## src/rtl/mem_arbiter.sv

```systemverilog
// Two-master (fetch / load-store) arbiter onto a single memory port.
// One transaction in flight at a time; round-robin on ties.
module mem_arbiter #(
    parameter int ADDR_W = 32,
    parameter int DATA_W = 32
) (
    input  logic                clk,
    input  logic                rst,

    input  logic                ifu_req_valid,
    output logic                ifu_req_ready,
    input  logic [ADDR_W-1:0]   ifu_addr,
    output logic                ifu_resp_valid,
    input  logic                ifu_resp_ready,
    output logic [DATA_W-1:0]   ifu_rdata,

    input  logic                lsu_req_valid,
    output logic                lsu_req_ready,
    input  logic [ADDR_W-1:0]   lsu_addr,
    input  logic                lsu_wen,
    input  logic [DATA_W-1:0]   lsu_wdata,
    input  logic [DATA_W/8-1:0] lsu_wmask,
    output logic                lsu_resp_valid,
    input  logic                lsu_resp_ready,
    output logic [DATA_W-1:0]   lsu_rdata,

    output logic                mem_req_valid,
    input  logic                mem_req_ready,
    output logic [ADDR_W-1:0]   mem_addr,
    output logic                mem_wen,
    output logic [DATA_W-1:0]   mem_wdata,
    output logic [DATA_W/8-1:0] mem_wmask,
    input  logic                mem_resp_valid,
    output logic                mem_resp_ready,
    input  logic [DATA_W-1:0]   mem_rdata
);

    localparam int MASK_W = DATA_W / 8;

    typedef enum logic [1:0] {
        S_IDLE,
        S_REQ,
        S_RESP
    } state_t;

    state_t              r_state;
    state_t              w_next;
    logic                r_owner;
    logic                r_last;
    logic [ADDR_W-1:0]   r_addr;
    logic                r_wen;
    logic [DATA_W-1:0]   r_wdata;
    logic [MASK_W-1:0]   r_wmask;

    logic                w_grant_ifu;
    logic                w_grant_lsu;
    logic                w_owner_resp_ready;

    always_ff @(posedge clk) begin
        if (rst) begin
            r_state <= S_IDLE;
            r_owner <= 1'b0;
            r_last  <= 1'b1;
            r_addr  <= '0;
            r_wen   <= 1'b0;
            r_wdata <= '0;
            r_wmask <= '0;
        end else begin
            r_state <= w_next;
            if (w_grant_ifu) begin
                r_owner <= 1'b0;
                r_last  <= 1'b0;
                r_addr  <= ifu_addr;
                r_wen   <= 1'b0;
                r_wdata <= '0;
                r_wmask <= '0;
            end else if (w_grant_lsu) begin
                r_owner <= 1'b1;
                r_last  <= 1'b1;
                r_addr  <= lsu_addr;
                r_wen   <= lsu_wen;
                r_wdata <= lsu_wdata;
                r_wmask <= lsu_wmask;
            end
        end
    end

    always_comb begin
        w_grant_ifu        = 1'b0;
        w_grant_lsu        = 1'b0;
        w_owner_resp_ready = r_owner ? lsu_resp_ready : ifu_resp_ready;
        w_next             = r_state;

        ifu_req_ready  = 1'b0;
        lsu_req_ready  = 1'b0;
        ifu_resp_valid = 1'b0;
        ifu_rdata      = '0;
        lsu_resp_valid = 1'b0;
        lsu_rdata      = '0;
        mem_req_valid  = 1'b0;
        mem_addr       = '0;
        mem_wen        = 1'b0;
        mem_wdata      = '0;
        mem_wmask      = '0;
        mem_resp_ready = 1'b0;

        case (r_state)
            S_IDLE: begin
                // Readies are combinational from valids, so hold them low while rst is asserted.
                if (!rst) begin
                    if (ifu_req_valid && (!lsu_req_valid || r_last)) begin
                        w_grant_ifu = 1'b1;
                    end else if (lsu_req_valid) begin
                        w_grant_lsu = 1'b1;
                    end
                end
                ifu_req_ready = w_grant_ifu;
                lsu_req_ready = w_grant_lsu;
                if (w_grant_ifu || w_grant_lsu) begin
                    w_next = S_REQ;
                end
            end
            S_REQ: begin
                mem_req_valid = 1'b1;
                mem_addr      = r_addr;
                mem_wen       = r_wen;
                mem_wdata     = r_wdata;
                mem_wmask     = r_wmask;
                if (mem_req_ready) begin
                    w_next = S_RESP;
                end
            end
            S_RESP: begin
                mem_resp_ready = w_owner_resp_ready;
                if (r_owner) begin
                    lsu_resp_valid = mem_resp_valid;
                    lsu_rdata      = mem_rdata;
                end else begin
                    ifu_resp_valid = mem_resp_valid;
                    ifu_rdata      = mem_rdata;
                end
                if (mem_resp_valid && w_owner_resp_ready) begin
                    w_next = S_IDLE;
                end
            end
            default: w_next = S_IDLE;
        endcase
    end

endmodule

```

## config.mk

```make
export PLATFORM = sky130hd
export DESIGN_NAME = mem_arbiter
export DESIGN_NICKNAME = d
export VERILOG_FILES = /design/src/rtl/mem_arbiter.sv
export SDC_FILE = /design/constraint.sdc
export NUM_CORES = 1
export LEC_CHECK = 0
export CAP_MARGIN = 5
export CORE_AREA = 2 2 109 111
export CTS_CLUSTER_SIZE = 12
export DETAILED_ROUTE_END_ITERATION = 10
export DIE_AREA = 0 0 111 113
export HOLD_SLACK_MARGIN = 0.02
export PLACE_DENSITY = 0.79
export SETUP_SLACK_MARGIN = 0.15
export SYNTH_ARGS = -nofsm -noshare
export SYNTH_HDL_FRONTEND = slang
export SYNTH_SLANG_ARGS = --single-unit
```

## constraint.sdc

```tcl
create_clock -name clk -period 4.1 [get_ports clk]
set_input_delay 0.82 -clock clk [delete_from_list [all_inputs] [get_ports clk]]
set_output_delay 0.82 -clock clk [all_outputs]
set_load 0.05 [all_outputs]
```

* Word-level counts from Yosys, hierarchy flattened
Cells that the tools add are included. Widths: inputs -> output; s select.
Cells by class: eq/ne operators 5, muxes and demuxes 32, reduce and logical (&&, ||, !) cells 9
Operators by type and width (number):
- $mux 32 | 8
- $mux 1 | 19
- $mux 2 | 3
- $ne 2x2->1 const B | 3
- $pmux 2 s3 | 1
- $mux 4 | 1
- $reduce_and 3->1 | 1
- $eq 2x1->1 const B | 1
- $eq 2x2->1 const B | 1
- $logic_and 1x1->1 | 2
- $logic_not 2->1 | 1
- $logic_or 1x1->1 | 2
- $reduce_bool 2->1 | 1
- $reduce_or 2->1 | 1
- $logic_not 1->1 | 1
Word-level totals: register bits after elaboration 73, bits of input ports 141

* Depth between registers and ports, before layout
Gate-level depths: netlist of run 1.
depth after elaboration 9, gate-level depth with buffers 6, gate-level depth less buffers 3

* Worst setup path after synthesis of run 1
Ideal clock, no wire load.
path kind input -> output, start point input ifu_req_valid, end point output ifu_req_ready, data arrival time 1.999 ns, slack 1.281 ns, stages 3, path buffers 0, cells stage by stage nor3b_2 > and2_1 > nor2b_1
On the way: longest elaborated chain between the ends 5
Ends and longest elaborated chain:
- start, declared | line 10 | input logic ifu_req_valid,
- $logic_and 1x1->1 | line 111 | if (ifu_req_valid && (!lsu_req_valid || r_last)) begin
- $mux 1 | line 111
- $mux 1 | line 110 | if (!rst) begin
- $mux 1 (2 in series) | line 107 | case (r_state)
- end, declared | line 11 | output logic ifu_req_ready,
No other way between the ends. The select of a mux whose other input is x is not followed.

* Worst setup path after layout of run 1
start point register r_state[1], end point output ifu_rdata[28]
On the way: longest elaborated chain between the ends 2
Ends and longest elaborated chain:
- start, declared | line 46 | state_t r_state;
- start signal, assigned | line 69 | r_state <= w_next;
- $eq 2x2->1 | line 107
- $mux 32 | line 107
- end, declared | line 15 | output logic [DATA_W-1:0] ifu_rdata,
No other way between the ends.

==> results of run 1 <==
cell usage after synthesis (all sizes together):
library cell,instances
o21ai,37
a21o,1
dfxtp,73
a21bo,1
nor2b,2
nand2b,2
or3,1
a2111oi,1
and2,134
nand3b,1
a21boi,1
inv,35
buf,18
nand3,37
nor2,5
a21oi,40
mux2i,1
o221a,32
nor3,4
a31oi,32
nand2,1
clkbuf,33
nor3b,1
o21bai,2
registers in the layout, indices dropped and copies added, names as in the netlist:
signal and flops:
r_owner 1, r_wmask 4, r_wen 1, r_addr 32, r_wdata 32, r_state 2
r_last 1
worst min path at each step:
stage | start | to | cells after the start | slack (ns)
CTS | r_wdata[6]$_SDFFE_PP0P_ | r_wdata[6]$_SDFFE_PP0P_ | 2 | 0.47
global placement | r_wdata[30]$_SDFFE_PP0P_ | r_wdata[30]$_SDFFE_PP0P_ | 2 | 0.46
finish | r_wdata[6]$_SDFFE_PP0P_ | r_wdata[6]$_SDFFE_PP0P_ | 2 | 0.47
global route | r_wdata[17]$_SDFFE_PP0P_ | r_wdata[17]$_SDFFE_PP0P_ | 2 | 0.50
detailed placement | r_wdata[4]$_SDFFE_PP0P_ | r_wdata[4]$_SDFFE_PP0P_ | 2 | 0.46
floorplan | r_wdata[0]$_SDFFE_PP0P_ | r_wdata[0]$_SDFFE_PP0P_ | 2 | 0.45
area by class of cell:
cell class                      count  area [sq um]  share of cell area
Clock buffer                       10           229              0.0322
Clock inverter                      6          58.8             0.00826
Inverter                           35           131              0.0185
Multi-Input combinational cell    336          2170               0.304
Sequential cell                    73          1460               0.205
Tap cell                          143           179              0.0251
Timing Repair Buffer              290          2900               0.407
layer usage:
layer | vias to the layer above | wire (microns) | track usage | part of all wire
met5 | - | 0 | 0 | 0
met4 | 0 | 314 | 0.0742 | 0.021
met3 | 27 | 1230 | 0.0745 | 0.082
met2 | 206 | 7320 | 0.387 | 0.49
met1 | 2153 | 6160 | 0.274 | 0.41
li1 | 2210 | - | - | -
metrics by stage:
| stage | instance area, sq um | utilization | hold slack, ns |
|---|---|---|---|
| 3_3_place_gp | 6830 | 0.606 | 0.456 |
| 2_1_floorplan | 3980 | - | 0.449 |
| 3_5_place_dp | 6830 | 0.606 | 0.463 |
| 4_1_cts | 7120 | 0.632 | 0.471 |
| 5_1_grt | 7120 | 0.632 | 0.501 |
| 6_report | 7120 | 0.632 | 0.468 |
power by group:
part	internal (uW)	total [uW]	switching [uW]
combinational	249	540	291
sequential	752	776	24.1
clock	468	758	290
critical path, stage by stage (launching register included):
cell and delay [ns]:
sky130_fd_sc_hd__dfxtp_1 0.53, sky130_fd_sc_hd__nand2b_1 0.23, sky130_fd_sc_hd__nor2_1 0.14, sky130_fd_sc_hd__buf_4 0.28, sky130_fd_sc_hd__and2_1 0.20, sky130_fd_sc_hd__clkdlybuf4s50_1 0.81
kinds of logic after synthesis:
family | share of synthesized area
muxes | 0.00252
AOI/OAI and AO/OA | 0.250
and+or+nand+nor | 0.286
buffers and inverters | 0.0943
DFF | 0.367
==> impl.org, run 1 <==
** Floorplan
- The floorplan has 39 rows.
- Die footprint :: roughly 13000 sq um
- Die width :: between 100 and 150 microns
- Die extent in y :: about 110 microns
- 280 I/O pins were placed.
- For this configuration, the core starts out at a cell density of 0.353.
- Area of the core :: 11300 sq um

** Routing
- In the final routed layout, each cell accounts on average for 16.8 microns.
- Via count of the routed design :: 4596
- Summed over all layers, the routed wires come to between 15000 and 20000 microns.
- The first routing iteration left 330 violations.
- In the routed design, unresolved DRC markers number 0.
- The count of nets left with antenna violations once routing finished came out at 0.
- The first detailed-routing pass ran for 4 iterations.
- DR vias/cell :: ~5

** Placement
- Routability-driven placement finished with a final weighted congestion of between 0.8 and 0.9.
- Number of port buffers :: between 200 and 300
- At the placement stage, the worst setup path has a slack of between 0.9 and 1 ns.
- Half-perimeter wire length after placement :: between 10000 and 15000 microns
- Placed Cells incl. Taps :: between 800 and 900

** Finish
- Total number of nets in the final design :: slightly below 900
- Leaving out fill and tap cells, the most frequent cell in the layout is sky130_fd_sc_hd__clkdlybuf4s50_1.
- Final Instance Count excl. Fillers :: 893
- In the final layout, the share of cells above drive strength 1 is 0.0893.
- Relative to the synthesized area, the layout overhead comes to 78.9%.
- Filler instances :: 957
- Commonest non-fill, non-tap cells in the layout :: 277 x sky130_fd_sc_hd__clkdlybuf4s50_1, 134 x sky130_fd_sc_hd__and2_1, 73 x sky130_fd_sc_hd__dfxtp_1
- Antenna Diode Count :: 0

** STA
- Number of max-slew violations in the final report :: 0
- Worst max-slew margin expressed relative to the limit :: 0.475
- In the post-route analysis, the smallest setup slack over all paths is between 0.7 and 0.8 ns.
- Total negative slack for setup checks :: 0 ns
- The final hold violation count came to 0.
- Setup repair after global routing left no endpoint under its margin.
- F_max :: 0.299 GHz
- Clock skew on the completed layout was measured at about 0.0056 ns.
- Portion of the clock cycle consumed by the worst path in the final layout :: 0.815
- Setup violations remaining at the end of the flow were counted as 0.
- Slew of the pin with the lowest slew margin :: roughly 0.79 ns
- The worst path needs roughly 3.3 ns of the cycle, external delays included.

** Clocking
- The tree built by TritonCTS fans out to 73 sinks.
- TritonCTS created 9 clock buffers.
- Cell at the root of the clock tree :: sky130_fd_sc_hd__clkbuf_16
- After clock tree synthesis, the clock-pin slew on the worst setup and hold paths is around 0.060 ns.
- TritonCTS clock tree :: yes
- CTS max path bufs :: 2
- The H-tree generated during clock tree synthesis spans 3 levels.
- Hold repair after CTS inserted 0 buffers.
- Clock latency on the worst-skew pair, taken at its later pin, is 0.32 ns.
- The number of gates resized after CTS was 0.
- Post-CTS timing repair inserted 0 buffers for setup.

** Synth
- Summed instance area of the synthesized netlist :: roughly 4000 sq um
- The cell count after synthesis came out at approximately 500.
- Yosys attributes the largest share of cell area to sky130_fd_sc_hd__dfxtp_1 37%, sky130_fd_sc_hd__and2_1 21%, sky130_fd_sc_hd__o221a_2 9.1%.
- The average instance in the mapped netlist occupies between 8 and 9 sq um.
- Cell type with the largest total area after synthesis :: sky130_fd_sc_hd__dfxtp_1
- Share of the synthesized area in the top cell type :: 0.367
- Yosys mapped the design onto 27 distinct sky130hd cell types.
- Net count of the mapped netlist :: 636
- Yosys warnings :: 0
- For this run, the register share of the synthesized area comes to 0.367.
- Counting flops and latches in the post-synthesis netlist gives between 70 and 80.

** GRT
- Pin count of the biggest net entering global routing :: 39
- The initial antenna violation count is 0.
- For this run, the total global-route usage over all layers was measured as 0.228.
- After global routing the overflow that remains totals 0.
- Wire length of the first global-routing pass :: between 20000 and 25000 microns
- The via count of the first global-routing pass is between 4000 and 5000.

** Critical path
- Type of the worst setup path :: reg -> out
- CP arrival :: between 2 and 3 ns
- The worst register-to-register path ends at r_addr[5]$_SDFFE_PP0P_.
- The critical path ends at ifu_rdata[28].
- For the worst setup path, the data required time is roughly 3.3 ns.
- STA classifies the critical path endpoint as an output pin.
- Worst Reg-to-Reg Cells :: 3
- Startpoint of the most critical setup path :: r_state[1]$_SDFFE_PP0P_
- Startpoint class of the critical path :: flop
- Across all register-to-register paths, the minimum setup slack is about 2.3 ns.
- Origin of the critical flop-to-flop path :: r_state[1]$_SDFFE_PP0P_
- In this run the worst path has a maximum fanout of 32.

** Pwr
- Total power density per cell area :: between 200 and 300 nW/um^2
- Overall power consumption after layout is estimated at 2070 uW.
- Worst-case vdd ir drop :: 0.257 mV
- Lkg Pwr :: around 0.0027 uW

** Worst hold path
- Hold crit path type :: reg -> reg

** Job
- Max-cap violations in this run came to 0.

** Outcome
- Status :: complete, no violations
Power figures use the tool's default switching activity.
==> inputs of run 2 (changes only) <==
--- a/config.mk
+++ b/config.mk
@@ -6,12 +6,12 @@
 export NUM_CORES = 1
 export LEC_CHECK = 0
 export CAP_MARGIN = 5
-export CORE_AREA = 2 2 109 111
+export CORE_MARGIN = 2
+export CORE_UTILIZATION = 32
 export CTS_CLUSTER_SIZE = 12
 export DETAILED_ROUTE_END_ITERATION = 10
-export DIE_AREA = 0 0 111 113
 export HOLD_SLACK_MARGIN = 0.02
-export PLACE_DENSITY = 0.79
+export PLACE_DENSITY = 0.76
 export SETUP_SLACK_MARGIN = 0.15
 export SYNTH_ARGS = -nofsm -noshare
 export SYNTH_HDL_FRONTEND = slang
==> constraint.sdc (replaced) <==
create_clock -name clk -period 2.8 [get_ports clk]
set_input_delay 0.56 -clock clk [delete_from_list [all_inputs] [get_ports clk]]
set_output_delay 0.56 -clock clk [all_outputs]
set_load 0.05 [all_outputs]
==> run 2 against run 1 <==
Final area increased by 16%. Wire length up 4.6%. Non-clock buffer count up 1. Clock skew rose by 0.0013 ns. Global-route usage decreased by 0.30 points. Total power up 53%. Worst hold slack improved by 0.0042 ns. Combinational power increased by 60%. Register-to-register slack got worse by 1.3 ns.
==> impl.org, run 2 (synthesis gave the netlist of run 1 again) <==
** Routing
- Summed over all layers, the routed wires come to 15700 microns.
- For this block, the via count after detailed routing is ~4600.
- For this run, the detailed router's first-pass iteration total came to 5.
- Number of design rule violations left after detail routing :: 0
- Number of design-rule violations left by the first detailed-router iteration :: 369
- Post-detailed-route wirelength per cell :: ~17 microns
- DR vias/cell :: 5.06
- The count of nets left with antenna violations once routing finished came out at 0.

** Critical path
- Critical Path End Type :: output pin
- For the worst flop-to-flop path, the logic depth is 3.
- STA classifies the critical path startpoint as an input pin.
- CP arrival :: around 1.9 ns
- Counting both buffers and inverters, the worst setup path holds a total of 2.
- Grouping stages by cell kind, the critical path spends the most delay in buffers and inverters.
- The critical path in this run is classified as in -> out.
- Critical path required time :: around 2.2 ns
- Largest driver fanout on the critical path :: 2
- Maximum cell stage delay along the critical path :: ~0.48 ns
- Stages on worst setup path :: 5
- Slowest stage cell on the critical path :: sky130_fd_sc_hd__clkdlybuf4s50_1
- Critical Path, Cell by Cell :: clkdlybuf4s50_1 > nor3b_4 > and2_1 > nor2b_1 > buf_12

** Pwr
- Summed over all cells, the static leakage comes to around 0.0033 uW.
- For this design the ratio of total power to cell area is 384 nW/um^2.
- The internal portion of the total power is between 2000 and 2500 uW.
- IR analysis of the VDD net gives a maximum drop of 0.240 mV.
- Power comes to around 3200 uW.
- Switching power summed over all nets :: about 930 uW
- Net Sw Frac :: 0.293
- Of the total power, combinational logic draws 0.273.
- The share of total power dissipated in the clock network is 0.367.
- Sequential fraction of design power :: 0.360

** GRT
- In the global route stage, overall resource usage came out at 0.225.
- The via count of the first global-routing pass is approximately 4600.
- Entering global routing, the biggest net connects 39 pins.
- Total global routing overflow :: 0
- The first global-routing pass estimated between 20000 and 25000 microns of wire.
- The initial antenna violation count was 0.

** Clocking
- Clock buffers created by TritonCTS :: 9
- The longest clock path from root to sink contains 2 buffers.
- In this run the clock root is driven by a sky130_fd_sc_hd__clkbuf_16.
- Counting every sink on the clock net gives 73.
- After clock tree synthesis, the clock-pin slew on the worst setup and hold paths is about 0.060 ns.
- Hold bufs inserted after CTS :: 0
- Number of H-tree levels :: 3
- The clock reaches the later pin of the worst-skew pair after about 0.32 ns.
- TritonCTS clock tree :: yes

** STA
- Final setup fails :: 0
- Maximum clock skew at final layout :: 0.00688 ns
- Number of max-slew violations in the final report :: 0
- RSZ-0062 raised after global routing :: false
- Derived from the worst setup path, the maximum achievable clock frequency is around 0.41 GHz.
- Worst max-slew margin expressed relative to the limit :: 0.565
- Portion of the clock cycle consumed by the worst path in the final layout :: 0.879
- Min setup slack post-route :: approximately 0.34 ns
- Slew of the pin with the lowest slew margin :: ~0.65 ns
- Across all hold checks on the routed design, the worst slack comes to around 0.47 ns.
- Total negative slack for setup checks :: 0 ns
- The final hold violation count was 0.
- After layout, the minimum clock period comes to between 2 and 2.5 ns.

** Worst hold path
- Along the worst hold path, the cell count comes to 2.
- Hold crit path type :: reg -> reg

** Finish
- The finished cells cover between 8000 and 9000 sq um.
- In the final layout, the share of cells above drive strength 1 is 0.276.
- Area overhead of the layout relative to synthesis :: 107%
- Commonest non-fill, non-tap cells in the layout :: 140 x sky130_fd_sc_hd__clkdlybuf4s50_1, 134 x sky130_fd_sc_hd__and2_1, 113 x sky130_fd_sc_hd__buf_12
- Antenna Diode Count :: 0
- Leaving out fill and tap cells, the most frequent cell in the layout is sky130_fd_sc_hd__clkdlybuf4s50_1.
- Total number of nets in the final design :: 887
- In the final layout, the registers with the most flip-flops are r_addr x32, r_wdata x32, r_wmask x4.

** Outcome
- Status :: complete, no violations

** Placement
- Area after detailed placement :: between 7000 and 8000 sq um
- Prior to clock tree synthesis, the placed netlist has a worst setup slack of around 0.33 ns.
- Once detailed placement completed, the half-perimeter wirelength came to about 12000 microns.
- Routability-driven placement congestion ratio :: a little under 0.8
- In this run the tool buffered the top-level ports with ~280 buffer cells.

** Floorplan
- 280 I/O pins were placed.
- From left edge to right edge, the die measures 116 microns.
- From bottom edge to top edge, the die measures about 120 microns.
- The floorplan step defined a core boundary enclosing around 12000 sq um.
- The die covers about 13000 sq um.
- After floorplanning, the core was divided into 40 placement rows.
- The initial utilization of the core area, before any placement, comes to 0.330.

** Job
- The tool flagged a number of max-cap violations equal to 0.
[run 2: cell types whose count changed in the layout (fill, tap and decap cells not counted), sizes merged]
cell           change
clkinv             -2
inv                +1
clkinvlp           +1
clkdlybuf4s50    -137
buf              +138
[run 2: repair_timing]
| item | in CTS | in global routing |
|---|---|---|
| resized for setup | 0 | 1 |
| endpoints found under the setup margin | 0 | 6 |
| buffers inserted | 0 | 0 |
[run 2: final timing paths]
| path | start | to | slack (ns) |
|---|---|---|---|
| setup / recovery | ifu_req_valid | ifu_req_ready | 0.34 |
| hold / removal | r_wdata[0]$_SDFFE_PP0P_ | r_wdata[0]$_SDFFE_PP0P_ | 0.47 |
| setup reg to reg | r_state[0]$_SDFFE_PP0P_ | r_addr[22]$_SDFFE_PP0P_ | 0.99 |
| hold reg to reg | r_wdata[0]$_SDFFE_PP0P_ | r_wdata[0]$_SDFFE_PP0P_ | 0.47 |
[run 2: power groups by stage]
| stage | registers (uW) | clock network, uW | logic (uW) |
|---|---|---|---|
| after floorplan | 1140 | 0 | 440 |
| after global placement | 1160 | 0 | 849 |
| after detailed placement | 1160 | 0 | 867 |
| after CTS | 1140 | 1190 | 869 |
| after global routing | 1140 | 1230 | 914 |
| final | 1140 | 1160 | 865 |
[run 2: routing by layer]
metal / global-route usage / vias up / part of all wire
li1: - / 2205 / -
met1: 0.265 / 2222 / 0.37
met2: 0.393 / 198 / 0.53
met3: 0.0711 / 21 / 0.086
met4: 0.0627 / 0 / 0.015
met5: 0 / - / 0
[run 2: stage by stage]
step                      utilization  cells
final                           0.682    919
after global routing            0.682    919
after CTS                       0.682    919
after detailed placement        0.657    903
after global placement          0.657    903
after floorplan                     -    495
[run 2: area by class of cell]
class | count | area, sq um
repair buffers | 291 | 3950
fillers | 919 | 3830
multi-input cells | 336 | 2170
flip-flops and latches | 73 | 1460
clock buffers | 10 | 239
well taps | 168 | 210
inverters | 35 | 131
clock inverters | 6 | 65.1
[run 2: worst reg2reg max path, cell delays in order (launching register included)]
cell	delay, ns
sky130_fd_sc_hd__dfxtp_1	0.40
sky130_fd_sc_hd__or3_4	0.59
sky130_fd_sc_hd__nor2_8	0.46
sky130_fd_sc_hd__o221a_2	0.30
